==> config.mk <==
export PLATFORM = sky130hd
export DESIGN_NAME = multicycle_ctrl
export DESIGN_NICKNAME = d
export VERILOG_FILES = /design/src/rtl/multicycle_ctrl_pkg.sv /design/src/rtl/multicycle_ctrl_opclass_dec.sv /design/src/rtl/multicycle_ctrl.sv
export SDC_FILE = /design/constraint.sdc
export NUM_CORES = 1
export LEC_CHECK = 0
export ABC_CLOCK_PERIOD_IN_PS = 6700
export BUFFER_PORTS_ARGS = -buffer_cell sky130_fd_sc_hd__buf_2
export CAP_MARGIN = 20
export CORE_MARGIN = 4
export CORE_UTILIZATION = 26
export DETAILED_ROUTE_END_ITERATION = 6
export GPL_ROUTABILITY_DRIVEN = 0
export HOLD_SLACK_MARGIN = 0.1
export SLEW_MARGIN = 0
export SYNTH_ARGS = -nofsm -noshare
export SYNTH_HDL_FRONTEND = slang
export SYNTH_SLANG_ARGS = --single-unit
==> constraint.sdc <==
create_clock -name clk -period 6.7 [get_ports clk]
set_input_delay 0.67 -clock clk [delete_from_list [all_inputs] [get_ports clk]]
set_output_delay 0.67 -clock clk [all_outputs]
set_load 0.05 [all_outputs]
==> src/rtl/multicycle_ctrl_pkg.sv <==
// rtl/multicycle_ctrl_pkg.sv - opcode constants, state and op-class types for the multi-cycle sequencer
package ctrl_pkg;

    localparam logic [6:0] OPC_OP     = 7'b0110011;
    localparam logic [6:0] OPC_OPIMM  = 7'b0010011;
    localparam logic [6:0] OPC_LOAD   = 7'b0000011;
    localparam logic [6:0] OPC_STORE  = 7'b0100011;
    localparam logic [6:0] OPC_BRANCH = 7'b1100011;
    localparam logic [6:0] OPC_JAL    = 7'b1101111;
    localparam logic [6:0] OPC_JALR   = 7'b1100111;
    localparam logic [6:0] OPC_LUI    = 7'b0110111;
    localparam logic [6:0] OPC_AUIPC  = 7'b0010111;
    localparam logic [6:0] OPC_SYSTEM = 7'b1110011;

    localparam logic [31:0] NOP_INST = 32'h0000_0013;

    typedef enum logic [2:0] {
        ST_IF, ST_ID, ST_EX, ST_MEM, ST_WB, ST_HALT, ST_TRAP
    } state_t;

    typedef enum logic [3:0] {
        CLS_OP, CLS_OPIMM, CLS_LOAD, CLS_STORE, CLS_BRANCH,
        CLS_JAL, CLS_JALR, CLS_LUI, CLS_AUIPC, CLS_SYSTEM
    } opclass_t;

    function automatic logic writes_rd(input opclass_t cls);
        return !(cls == CLS_STORE || cls == CLS_BRANCH || cls == CLS_SYSTEM);
    endfunction

endpackage

==> src/rtl/multicycle_ctrl_opclass_dec.sv <==
// rtl/multicycle_ctrl_opclass_dec.sv - combinational opcode to op-class decode with illegal/ebreak flags
module opclass_dec
    import ctrl_pkg::*;
(
    input  logic [6:0]  opcode,
    input  logic [11:0] imm12,
    output opclass_t    cls,
    output logic        illegal,
    output logic        ebreak
);

    always_comb begin
        cls     = CLS_OP;
        illegal = 1'b0;
        ebreak  = 1'b0;
        case (opcode)
            OPC_OP:     cls = CLS_OP;
            OPC_OPIMM:  cls = CLS_OPIMM;
            OPC_LOAD:   cls = CLS_LOAD;
            OPC_STORE:  cls = CLS_STORE;
            OPC_BRANCH: cls = CLS_BRANCH;
            OPC_JAL:    cls = CLS_JAL;
            OPC_JALR:   cls = CLS_JALR;
            OPC_LUI:    cls = CLS_LUI;
            OPC_AUIPC:  cls = CLS_AUIPC;
            OPC_SYSTEM: begin
                cls    = CLS_SYSTEM;
                ebreak = (imm12 == 12'h001);
            end
            default:    illegal = 1'b1;
        endcase
    end

endmodule

==> src/rtl/multicycle_ctrl.sv <==
// rtl/multicycle_ctrl.sv - RV32I multi-cycle sequencer (IF/ID/EX/MEM/WB); MULTICYCLE_PERF_EN adds cycle/instret counters
module multicycle_ctrl
    import ctrl_pkg::*;
#(
    parameter logic [31:0] RESET_PC = 32'h8000_0000,
    parameter int          TIMEOUT  = 255
) (
    input  logic        clk,
    input  logic        rst,
    output logic        imem_req,
    output logic [31:0] imem_addr,
    input  logic        imem_ack,
    input  logic [31:0] imem_rdata,
    output logic [31:0] inst,
    input  logic [6:0]  opcode,
    input  logic        br_taken,
    input  logic [31:0] target,
    output logic        dmem_req,
    output logic        dmem_we,
    input  logic        dmem_ack,
    output logic        rf_we,
    output logic [31:0] pc,
    output logic        halt,
    output logic        trap
`ifdef MULTICYCLE_PERF_EN
    ,
    output logic [63:0] perf_cycle,
    output logic [63:0] perf_instret
`endif
);

    state_t      state, state_nxt;
    logic [31:0] pc_q, inst_q, next_pc;
    opclass_t    cls_q, dec_cls;
    logic        dec_illegal, dec_ebreak;
    logic [15:0] wait_cnt;
    logic [16:0] wait_inc;
    logic        wait_hit, redirect, misaligned;

    opclass_dec u_dec (
        .opcode  (opcode),
        .imm12   (inst_q[31:20]),
        .cls     (dec_cls),
        .illegal (dec_illegal),
        .ebreak  (dec_ebreak)
    );

    // wait_hit means this cycle is the TIMEOUT-th without ack; an ack in it still wins
    assign wait_inc = {1'b0, wait_cnt} + 17'd1;
    assign wait_hit = (wait_inc == 17'(TIMEOUT));

    always_comb begin
        next_pc  = pc_q + 32'd4;
        redirect = 1'b0;
        case (cls_q)
            CLS_JAL: begin
                next_pc  = target;
                redirect = 1'b1;
            end
            CLS_JALR: begin
                next_pc  = {target[31:1], 1'b0};
                redirect = 1'b1;
            end
            CLS_BRANCH: begin
                if (br_taken) begin
                    next_pc  = target;
                    redirect = 1'b1;
                end
            end
            default: ;
        endcase
    end

    assign misaligned = redirect && (next_pc[1:0] != 2'b00);

    always_ff @(posedge clk) begin
        if (rst) state <= ST_IF;
        else     state <= state_nxt;
    end

    always_comb begin
        state_nxt = state;
        case (state)
            ST_IF: begin
                if (imem_ack)      state_nxt = ST_ID;
                else if (wait_hit) state_nxt = ST_TRAP;
            end
            ST_ID: begin
                if (dec_illegal)     state_nxt = ST_TRAP;
                else if (dec_ebreak) state_nxt = ST_HALT;
                else                 state_nxt = ST_EX;
            end
            ST_EX:  state_nxt = (cls_q == CLS_LOAD || cls_q == CLS_STORE) ? ST_MEM : ST_WB;
            ST_MEM: begin
                if (dmem_ack)      state_nxt = ST_WB;
                else if (wait_hit) state_nxt = ST_TRAP;
            end
            ST_WB:   state_nxt = misaligned ? ST_TRAP : ST_IF;
            default: state_nxt = state;
        endcase
    end

    always_comb begin
        imem_req = (state == ST_IF);
        dmem_req = (state == ST_MEM);
        dmem_we  = (state == ST_MEM) && (cls_q == CLS_STORE);
        rf_we    = (state == ST_WB) && writes_rd(cls_q) && !misaligned;
        halt     = (state == ST_HALT);
        trap     = (state == ST_TRAP);
    end

    always_ff @(posedge clk) begin
        if (rst) begin
            pc_q     <= RESET_PC;
            inst_q   <= NOP_INST;
            cls_q    <= CLS_OP;
            wait_cnt <= '0;
        end else begin
            if (state == ST_IF && imem_ack) inst_q <= imem_rdata;
            if (state == ST_ID)             cls_q  <= dec_cls;
            if (state == ST_WB && !misaligned) pc_q <= next_pc;
            // only IF and MEM wait; leaving either clears the count for the next entry
            if ((state == ST_IF && !imem_ack) || (state == ST_MEM && !dmem_ack))
                wait_cnt <= wait_inc[15:0];
            else
                wait_cnt <= '0;
        end
    end

    assign pc        = pc_q;
    assign imem_addr = pc_q;
    assign inst      = inst_q;

`ifdef MULTICYCLE_PERF_EN
    always_ff @(posedge clk) begin
        if (rst) begin
            perf_cycle   <= '0;
            perf_instret <= '0;
        end else begin
            if (state != ST_HALT && state != ST_TRAP)
                perf_cycle <= perf_cycle + 64'd1;
            if (state == ST_WB || (state == ST_ID && state_nxt == ST_HALT))
                perf_instret <= perf_instret + 64'd1;
        end
    end
`endif

endmodule

# == Word-level counts from Yosys, hierarchy flattened ==
# Cells that the tools add are included.
# word_totals
elab_cells,68
memories,0
mem_bits_rw,0
latch_bits,0
output_inout_bits,102
mem_bits_ro,0
ff_bits,87
input_bits,76
# classes
n_mul,0
n_eq_ne,24
n_lt_le_gt_ge,0
n_reduce_logical,22
shift,0
n_addsub,2
n_mux,14
bitwise_logic,1
div_mod_pow,0
# op_table
op,count
one-hot mux 32 bit (3 select lines),1
one-hot mux 4 bit (9 select lines),1
adder 32 x 3 -> 32 bit (second input constant),1
two-way mux 32 bit,1
== test 7 bit (second input constant),4
== test 7 x 6 -> 1 bit (second input constant),3
two-way mux 3 bit,7
adder 16 x 1 -> 17 bit (second input constant),1
== test 17 x 8 -> 1 bit (second input constant),1
one-hot mux 3 bit (5 select lines),1
== test 7 x 5 -> 1 bit (second input constant),2
== test 12 x 1 -> 1 bit (second input constant),1
== test 4 x 3 -> 1 bit (second input constant),3
OR reduction 10 bit,1
== test 3 bit (second input constant),3
== test 4 x 2 -> 1 bit (second input constant),2
logical AND 1 bit,8
== test 7 x 2 -> 1 bit (second input constant),1
== test 3 x 2 -> 1 bit (second input constant),2
nonzero test 5 bit,1
== test 4 bit (second input constant),1
zero test 1 bit,4
logical OR 1 bit,4
OR reduction 2 bit,2
other kinds (6),7

# == Logic depth before layout (Yosys ltp) ==
# Gate-level depths: netlist (run 1).
# logic_depth
ltp_word,7
depth_mapped,9
mapped_depth_nobuf,7

# == Modules after synthesis ==
# A second synthesis (run 1) with hierarchy kept.
# hier_totals
hier_cells,633
hier_area_um2,4823.4
# modules_own_cells
mod,seq_area_each_um2,instances,area_per_inst_um2,cells_per_inst
multicycle_ctrl,1741.7,1,4560.6,595
opclass_dec,0.0,1,262.8,38

# == Worst setup path before layout (run 1) ==
# Ideal clock, no wire load.
# synth_path
path_type,register to register
from,reg state[2]
to,"reg inst_q[10], in the netlist inst[10]"
slack_ns,4.041
required_ns,6.630
setup_ns,0.070
path_buffers,3
stages_incl_launch_ff,8
t_arrival_ns,2.589
synth_period_minus_slack_ns,2.659
path_cell_list,dfxtp_1 -> clkbuf_1 -> nor3_1 -> and2_1 -> clkbuf_1 -> clkbuf_1 -> nand2_1 -> a21oi_1
# synth_via
elab_chain_len,2
# synth_lines
element,line_no,rtl
start: declaration,multicycle_ctrl.sv:32,"state_t state, state_nxt;"
start signal: assignment,multicycle_ctrl.sv:78,else state <= state_nxt;
zero test 3 bit,n/a,
named net imem_req,multicycle_ctrl.sv:10,"output logic imem_req,"
logical AND 1 bit,multicycle_ctrl.sv:119,if (state == ST_IF && imem_ack) inst_q <= imem_rdata;
end signal: assignment,multicycle_ctrl.sv:119,
end: declaration,multicycle_ctrl.sv:33,"logic [31:0] pc_q, inst_q, next_pc;"
# The timed path passes the listed nets, and every way through them passes these cells.
# A chain may end at the register's enable or synchronous reset.

# == Worst setup path after layout (run 1) ==
# layout_path
from,reg cls_q[0]
to,out rf_we
# layout_via
elab_chain_len,6
word_cells_on_any_way,16
classes_between,eq/ne (5); mux (2); reduce/logical (9)
# layout_lines
element,line_no,rtl
start: declaration,multicycle_ctrl.sv:34,"opclass_t cls_q, dec_cls;"
start signal: assignment,multicycle_ctrl.sv:120,if (state == ST_ID) cls_q <= dec_cls;
== test 4 x 3 -> 1 bit (tied with other cells),"multicycle_ctrl_pkg.sv:27, multicycle_ctrl.sv:55",
one-hot mux 32 bit (3 select lines) (tied with other cells),multicycle_ctrl.sv:55,case (cls_q)
nonzero test 2 bit (tied with other cells),multicycle_ctrl.sv:74,assign misaligned = redirect && (next_pc[1:0] != 2'b00);
logical AND 1 bit or zero test 1 bit (tied branches),"multicycle_ctrl.sv:74, multicycle_ctrl_pkg.sv:27",
zero test 1 bit or logical AND 1 bit (tied branches),multicycle_ctrl.sv:107,rf_we = (state == ST_WB) && writes_rd(cls_q) && !misaligned;
logical AND 1 bit *,multicycle_ctrl.sv:107,
end: declaration,multicycle_ctrl.sv:21,"output logic rf_we,"
# Every way passes the cells marked *; elsewhere a longest branch is shown, timed or not.

==> results.ini, run 1 <==
[power]
p_leak_uw = 0.00245
p_per_area_nw_per_um2 = 271
intPower_uw = 1010
switching_power_uw = 580
ir_drop_mv = 0.114
p_comb_frac = 0.268
p_sw_frac = 0.366
seq_power_share = 0.377
clkPwrFrac = 0.355

[synth]
async_flop_share = 0
yosys_warnings = 0
synth_nets = 700
synth.area.top_cells = dfxtp_1 (37%), nand2_1 (8.8%), a21oi_1 (7.1%)
ys.flop_type = dfxtp_1
synthCells = 621
syn_avg_cell_area_um2 = 7.49
ys_seq_area_frac = 0.374
ys_seq_elements = 87
yosys.area.top_type_share = 0.374
synth_area_um2 = 4650
yosys.area.top_type = dfxtp_1
synth_edf_count = 0
synth_cell_types = 54

[critical_path]
startpoint = cls_q[0]$_SDFFE_PP0P_
reg2reg_from = inst[23]$_SDFFE_PP0P_
endpoint = rf_we
crit_chain = nor3_1, a211oi_1, nor2_2, buf_4, o311a_1, buf_2
critPathKind = reg2out
ff2ff_path_depth = 6
worst_setup_path_start_kind = flip-flop
required_ns = 6.03
cp_slowest_cell = nor3_1
end_kind = primary output
critPathMaxFanout = 31
r2r_end = state[1]$_SDFFE_PP0P_
cp_data_arrival_time_ns = 2.41
r2r_slack_ns = 4.27
slowest_delay_ns = 0.53

[floorplan]
die_x_um = 142
die_h_um = 142
coreArea_um2 = 17400
io_pins = 178
start_util = 0.267
dieArea_um2 = 20100
rows = 48

[global_routing]
grt_pass1_vias = 4316
antenna_found_initial = 0
grt_pass1_wl_mm = 22.5
grt.total_usage = 0.138
grt-ovfl-total = 0
grt_max_degree = 60

[sta]
fin_hold_ws_ns = 0.454
tightest_slew_ns = 0.747
fin_skew_ns = 0.0103
worst_slack_ns = 3.62
rsz0062_at_grt = false
drv_slew = 0
setup_viol = 0
hold_viol = 0
fmax_mhz = 324
timing.final.crit_period_ns = 3.08
max_slew_margin = 0.498
timing.final.crit_share = 0.460
timing.setup.tns_ns = 0

[detailed_routing]
wl_per_cell_um = 14.7
viasPerCell = 4.88
drc = 0
antenna_left = 0
totalWireLength_mm = 14.3
vias = 4756
dr.pass1.iters = 5
drt_iter0_markers = 311

[finish]
drive_gt1_frac = 0.279
fin_cells = 975
area_delta_synth_final_pct = 25.7
diodes = 0
layout.nets = 824
fillers = 1890

[clock_tree]
postCtsSetupBuffers = 0
cts_root_buf = clkbuf_16
cts_resized = 0
clock_latency_ns = 0.35
clockBufferDepth = 2
cts_tree = yes
htreeDepth = 3
cts_made_buffers = 9
holdBufCountCts = 0
cts.sinks = 87
path_clk_slew_ns = 0.07

[placed_design]
dpl.hpwl_mm = 10.4
dp_cells = 959
dpl_worst_slack_ns = 3.62
portBuffers = 177

[hold_path]
min_path_type = reg2reg

[outcome]
status = finished clean

[flow_run]
max_cap_viol_count = 0

power by group through the flow:
stage	combinational, uW	sequential (uW)	clock, uW
finish	425	597	563
global route	459	603	602
CTS	432	597	578
detailed placement	431	609	0
global placement	418	608	0
floorplan	209	707	0
critical path, delay by kind of cell, from the launching register on:
kind            cells  cell delay, ns
compound gates      2            0.39
buf+inv             2            0.59
flops               1            0.42
simple gates        2            0.67
metrics by stage:
| step | utilization | cell area [um2] | total power (uW) |
|---|---|---|---|
| after floorplan | - | 4650 | 915 |
| after global placement | 0.315 | 5490 | 1030 |
| after detailed placement | 0.317 | 5520 | 1040 |
| after CTS | 0.336 | 5850 | 1610 |
| after global routing | 0.336 | 5850 | 1660 |
| final | 0.336 | 5850 | 1580 |
per-layer routing:
| layer | routed length [um] | track usage |
|---|---|---|
| met5 | 0 | 0 |
| met4 | 134 | 0.0384 |
| met3 | 873 | 0.0260 |
| met2 | 6710 | 0.226 |
| met1 | 6570 | 0.185 |
logic make-up (layout without fill, tap and decap cells):
family          after synthesis  after routing  share of synthesized area
mux                           3              3                    0.00646
flops                        87             87                      0.374
compound gates              155            155                      0.209
fa+ha+maj                     3              3                    0.00807
xor+xnor                     18             18                     0.0339
simple gates                279            279                      0.281
buf+inv                      76            205                     0.0872
state kept, by name, indices dropped and copies added (netlist names):
register and count:
wait_cnt 16, imem_addr 32, state 3, inst 32
cls_q 4
cell type report:
cell class	instances	area, um2	share of cell area
Multi-Input combinational cell	458	2520	0.431
Sequential cell	87	1740	0.298
Tap cell	225	282	0.0482
Inverter	6	22.5	0.00385
Clock inverter	7	105	0.0180
Timing Repair Buffer	183	951	0.163
Clock buffer	9	225	0.0385
cell usage after synthesis (6+ instances only):
master / n
and4_1: 7
nor2_1: 67
o21ai_0: 27
xor2_1: 8
clkbuf_1: 37
buf_4: 32
nand2b_1: 6
nand2_1: 109
o31ai_1: 6
and2_1: 9
nor3_1: 17
dfxtp_1: 87
xnor2_1: 10
a21oi_1: 66
nand3_1: 17
nand4_1: 10
a211oi_1: 7
o221a_2: 6
and3_1: 13
worst min path at each step:
stage / start / to / slack, ns / cells after the start
global route: inst[11]$_SDFFE_PP0P_ / inst[11]$_SDFFE_PP0P_ / 0.46 / 2
CTS: inst[11]$_SDFFE_PP0P_ / inst[11]$_SDFFE_PP0P_ / 0.45 / 2
detailed placement: inst[11]$_SDFFE_PP0P_ / inst[11]$_SDFFE_PP0P_ / 0.44 / 2
floorplan: wait_cnt[0]$_SDFF_PP0_ / wait_cnt[0]$_SDFF_PP0_ / 0.43 / 1
global placement: inst[11]$_SDFFE_PP0P_ / inst[11]$_SDFFE_PP0P_ / 0.44 / 2
finish: inst[11]$_SDFFE_PP0P_ / inst[11]$_SDFFE_PP0P_ / 0.45 / 2
cell usage in the layout, fill, tap and decap left out, drive strengths merged, types with 3 or more instances in the layout:
master and count:
xnor2 10, and3 13, and2 10, clkbuf 9
ha 3, inv 7, a22o 5, o22ai 5
nand3b 4, nor2b 4, nand3 17, nand2 109
a211oi 7, o21ai 28, clkinv 3, mux2i 3
nand2b 6, nand4 10, o31ai 6, o221a 6
nor4 3, a31oi 5, dfxtp 87, and4 7
nor3b 3, a22oi 5, nor2 67, buf 183
a311oi 5, xor2 8, nor3 17, a21oi 66
Power figures use the tool's default switching activity.
==> run 2, diff against run 1 <==
--- a/config.mk
+++ b/config.mk
@@ -5,7 +5,7 @@
 export SDC_FILE = /design/constraint.sdc
 export NUM_CORES = 1
 export LEC_CHECK = 0
-export ABC_CLOCK_PERIOD_IN_PS = 6700
+export ABC_CLOCK_PERIOD_IN_PS = 2500
 export BUFFER_PORTS_ARGS = -buffer_cell sky130_fd_sc_hd__buf_2
 export CAP_MARGIN = 20
 export CORE_MARGIN = 4
==> constraint.sdc (replaced) <==
create_clock -name clk -period 2.5 [get_ports clk]
set_input_delay 0.25 -clock clk [delete_from_list [all_inputs] [get_ports clk]]
set_output_delay 0.25 -clock clk [all_outputs]
set_load 0.05 [all_outputs]
==> run 2 against run 1 <==
  * Sequential share of layout area decreased by 0.45 points
  * Cell count increased by 1.6%
  * First-iteration DRC count decreased by 0.96%
  * Clock power increased by 140%
  * Register-to-register slack got worse by 4.1 ns
  * Wire length increased by 1.7%
  * Via count increased by 1.2%
  * Sequential power increased to 2.7 times the previous value
  * Critical path type is now reg2reg
==> results.ini, run 2 (synthesis results as in run 1) <==
[clock_tree]
path_clk_slew_ns = 0.08  ; was 0.07 ns
cts.sinks = 87  ; unchanged
holdBufCountCts = 2  ; was 0
cts_made_buffers = 9  ; unchanged
clock_latency_ns = 0.35  ; about the same
cts_root_buf = clkbuf_16  ; unchanged
htreeDepth = 3  ; unchanged
cts_tree = yes  ; unchanged
postCtsSetupBuffers = 0  ; unchanged
cts_resized = 0  ; unchanged
clockBufferDepth = 2  ; unchanged

[flow_run]
max_cap_viol_count = 0  ; unchanged

[outcome]
status = finished clean  ; unchanged

[finish]
final_common_cell = buf_2  ; unchanged
layout_common_cells = buf_2 (177), nand2_1 (109), dfxtp_1 (87)  ; unchanged
fillers = 1919  ; was 1890
fin_cells = 991  ; was 975
diodes = 0  ; unchanged
layout.nets = 840  ; was 824
area_delta_synth_final_pct = 27.6  ; was 25.7%
post-route-util = 0.341  ; was 0.336
drive_gt1_frac = 0.292  ; was 0.279

[critical_path]
cp_slowest_cell = or4_1  ; was nor3_1
cp_num_buf_inv = 0  ; was 2
slowest_delay_ns = 0.50  ; was 0.53 ns
critPathMaxFanout = 3  ; was 31
cpLargestDelayFamily = simple AND/OR/NAND/NOR gates  ; unchanged
cp_data_arrival_time_ns = 2.58  ; was 2.41 ns
cpMostUsedCell = or4_1
end_kind = flip-flop  ; was primary output
crit_chain = or4_1, or4_1, or3_4, a211o_1, a21oi_1, o31ai_1  ; was nor3_1, a211oi_1, nor2_2, buf_4, o311a_1, buf_2
required_ns = 2.74  ; was 6.03 ns
worst_setup_path_start_kind = flip-flop  ; unchanged
critPathKind = reg2reg  ; was reg2out

[sta]
rsz0062_at_grt = false  ; unchanged
timing.final.crit_share = 0.939
hold_viol = 0  ; unchanged
worst_slack_ns = 0.153  ; was 3.62 ns
max_slew_margin = 0.630  ; was 0.498
fin_skew_ns = 0.0126  ; was 0.0103 ns
timing.setup.tns_ns = 0  ; unchanged
fmax_mhz = 426
tightest_slew_ns = 0.550  ; was 0.747 ns
timing.final.crit_period_ns = 2.35
setup_viol = 0  ; unchanged
drv_slew = 0  ; unchanged

[power]
seq_power_share = 0.388  ; was 0.377
switching_power_uw = 1610  ; was 580 uW
design_power_total_uw = 4120  ; was 1580 uW
p_per_area_nw_per_um2 = 694  ; was 271 nW/um2
p_leak_uw = 0.00251  ; was 0.00245 uW
intPower_uw = 2510  ; was 1010 uW
clkPwrFrac = 0.333  ; was 0.355
p_sw_frac = 0.390  ; was 0.366
p_comb_frac = 0.279  ; was 0.268
ir_drop_mv = 0.301  ; was 0.114 mV

[floorplan]
die_h_um = 142  ; unchanged
coreArea_um2 = 17400  ; unchanged
io_pins = 178  ; unchanged
dieArea_um2 = 20100  ; unchanged
die_x_um = 142  ; unchanged
start_util = 0.267  ; unchanged
rows = 48  ; unchanged

[detailed_routing]
vias = 4813  ; was 4756
wl_per_cell_um = 14.7  ; about the same
viasPerCell = 4.86  ; was 4.88
dr.pass1.iters = 4  ; was 5
totalWireLength_mm = 14.5  ; was 14.3 mm
antenna_left = 0  ; unchanged
drt_iter0_markers = 308  ; was 311
drc = 0  ; unchanged

[placed_design]
portBuffers = 177  ; unchanged
dp_cells = 973  ; was 959
dpl.hpwl_mm = 10.6  ; was 10.4 mm
dpl_worst_slack_ns = 0.164  ; was 3.62 ns

[global_routing]
use_met1 = 0.187  ; was 0.185
grt_use_met3 = 0.0340  ; was 0.0260
grt.total_usage = 0.144  ; was 0.138
grt_busiest_layer = met2  ; unchanged
globalRouteMet2Util = 0.242  ; was 0.226
grt-ovfl-total = 0  ; unchanged
grt_pass1_vias = 4521  ; was 4316
grt_max_degree = 59  ; was 60
grt_pass1_wl_mm = 23.5  ; was 22.5 mm
antenna_found_initial = 0  ; unchanged

[hold_path]
min_path_type = in2reg  ; was reg2reg

-- run 2: final timing paths --
path	start	to	slack, ns	cells after the start
worst max-delay path	inst[23]$_SDFFE_PP0P_	state[1]$_SDFFE_PP0P_	0.15	6
worst max register to register	inst[23]$_SDFFE_PP0P_	state[1]$_SDFFE_PP0P_	0.15	6
worst min register to register	inst[14]$_SDFFE_PP0P_	inst[14]$_SDFFE_PP0P_	0.45	2
worst min-delay path	imem_rdata[0]	inst[0]$_SDFFE_PP1P_	0.11	3
-- run 2: metal layers --
layer,up-vias,part of all wire
met5,-,0
met4,0,0.0036
met3,6,0.062
met2,132,0.48
met1,2232,0.45
li1,2443,-
-- run 2: power by group through the flow --
stage	registers, uW	logic (uW)	clock network, uW
global placement	1620	1160	0
detailed placement	1630	1160	0
floorplan	1890	562	0
CTS	1600	1170	1420
global route	1620	1250	1480
finish	1600	1150	1370
-- run 2: worst min-delay path: stages --
cell,delay (ns)
buf_2,0.08
nand2_1,0.04
nand3_1,0.07
-- run 2: layout make-up --
| cell class | instances | area [um2] | area share |
|---|---|---|---|
| multi-input cells | 458 | 2520 | 0.425 |
| flip-flops and latches | 87 | 1740 | 0.293 |
| repair buffers | 199 | 1070 | 0.180 |
| well taps | 225 | 282 | 0.0474 |
| clock buffers | 9 | 225 | 0.0379 |
| clock inverters | 7 | 72.6 | 0.0122 |
| inverters | 6 | 22.5 | 0.00379 |
-- run 2: metrics by stage --
stage / cell area [um2] / hold WS [ns]
2_1_floorplan: 4660 / 0.374
3_3_place_gp: 5620 / 0.440
3_5_place_dp: 5620 / 0.444
4_1_cts: 5940 / 0.106
5_1_grt: 5940 / 0.121
6_report: 5940 / 0.115
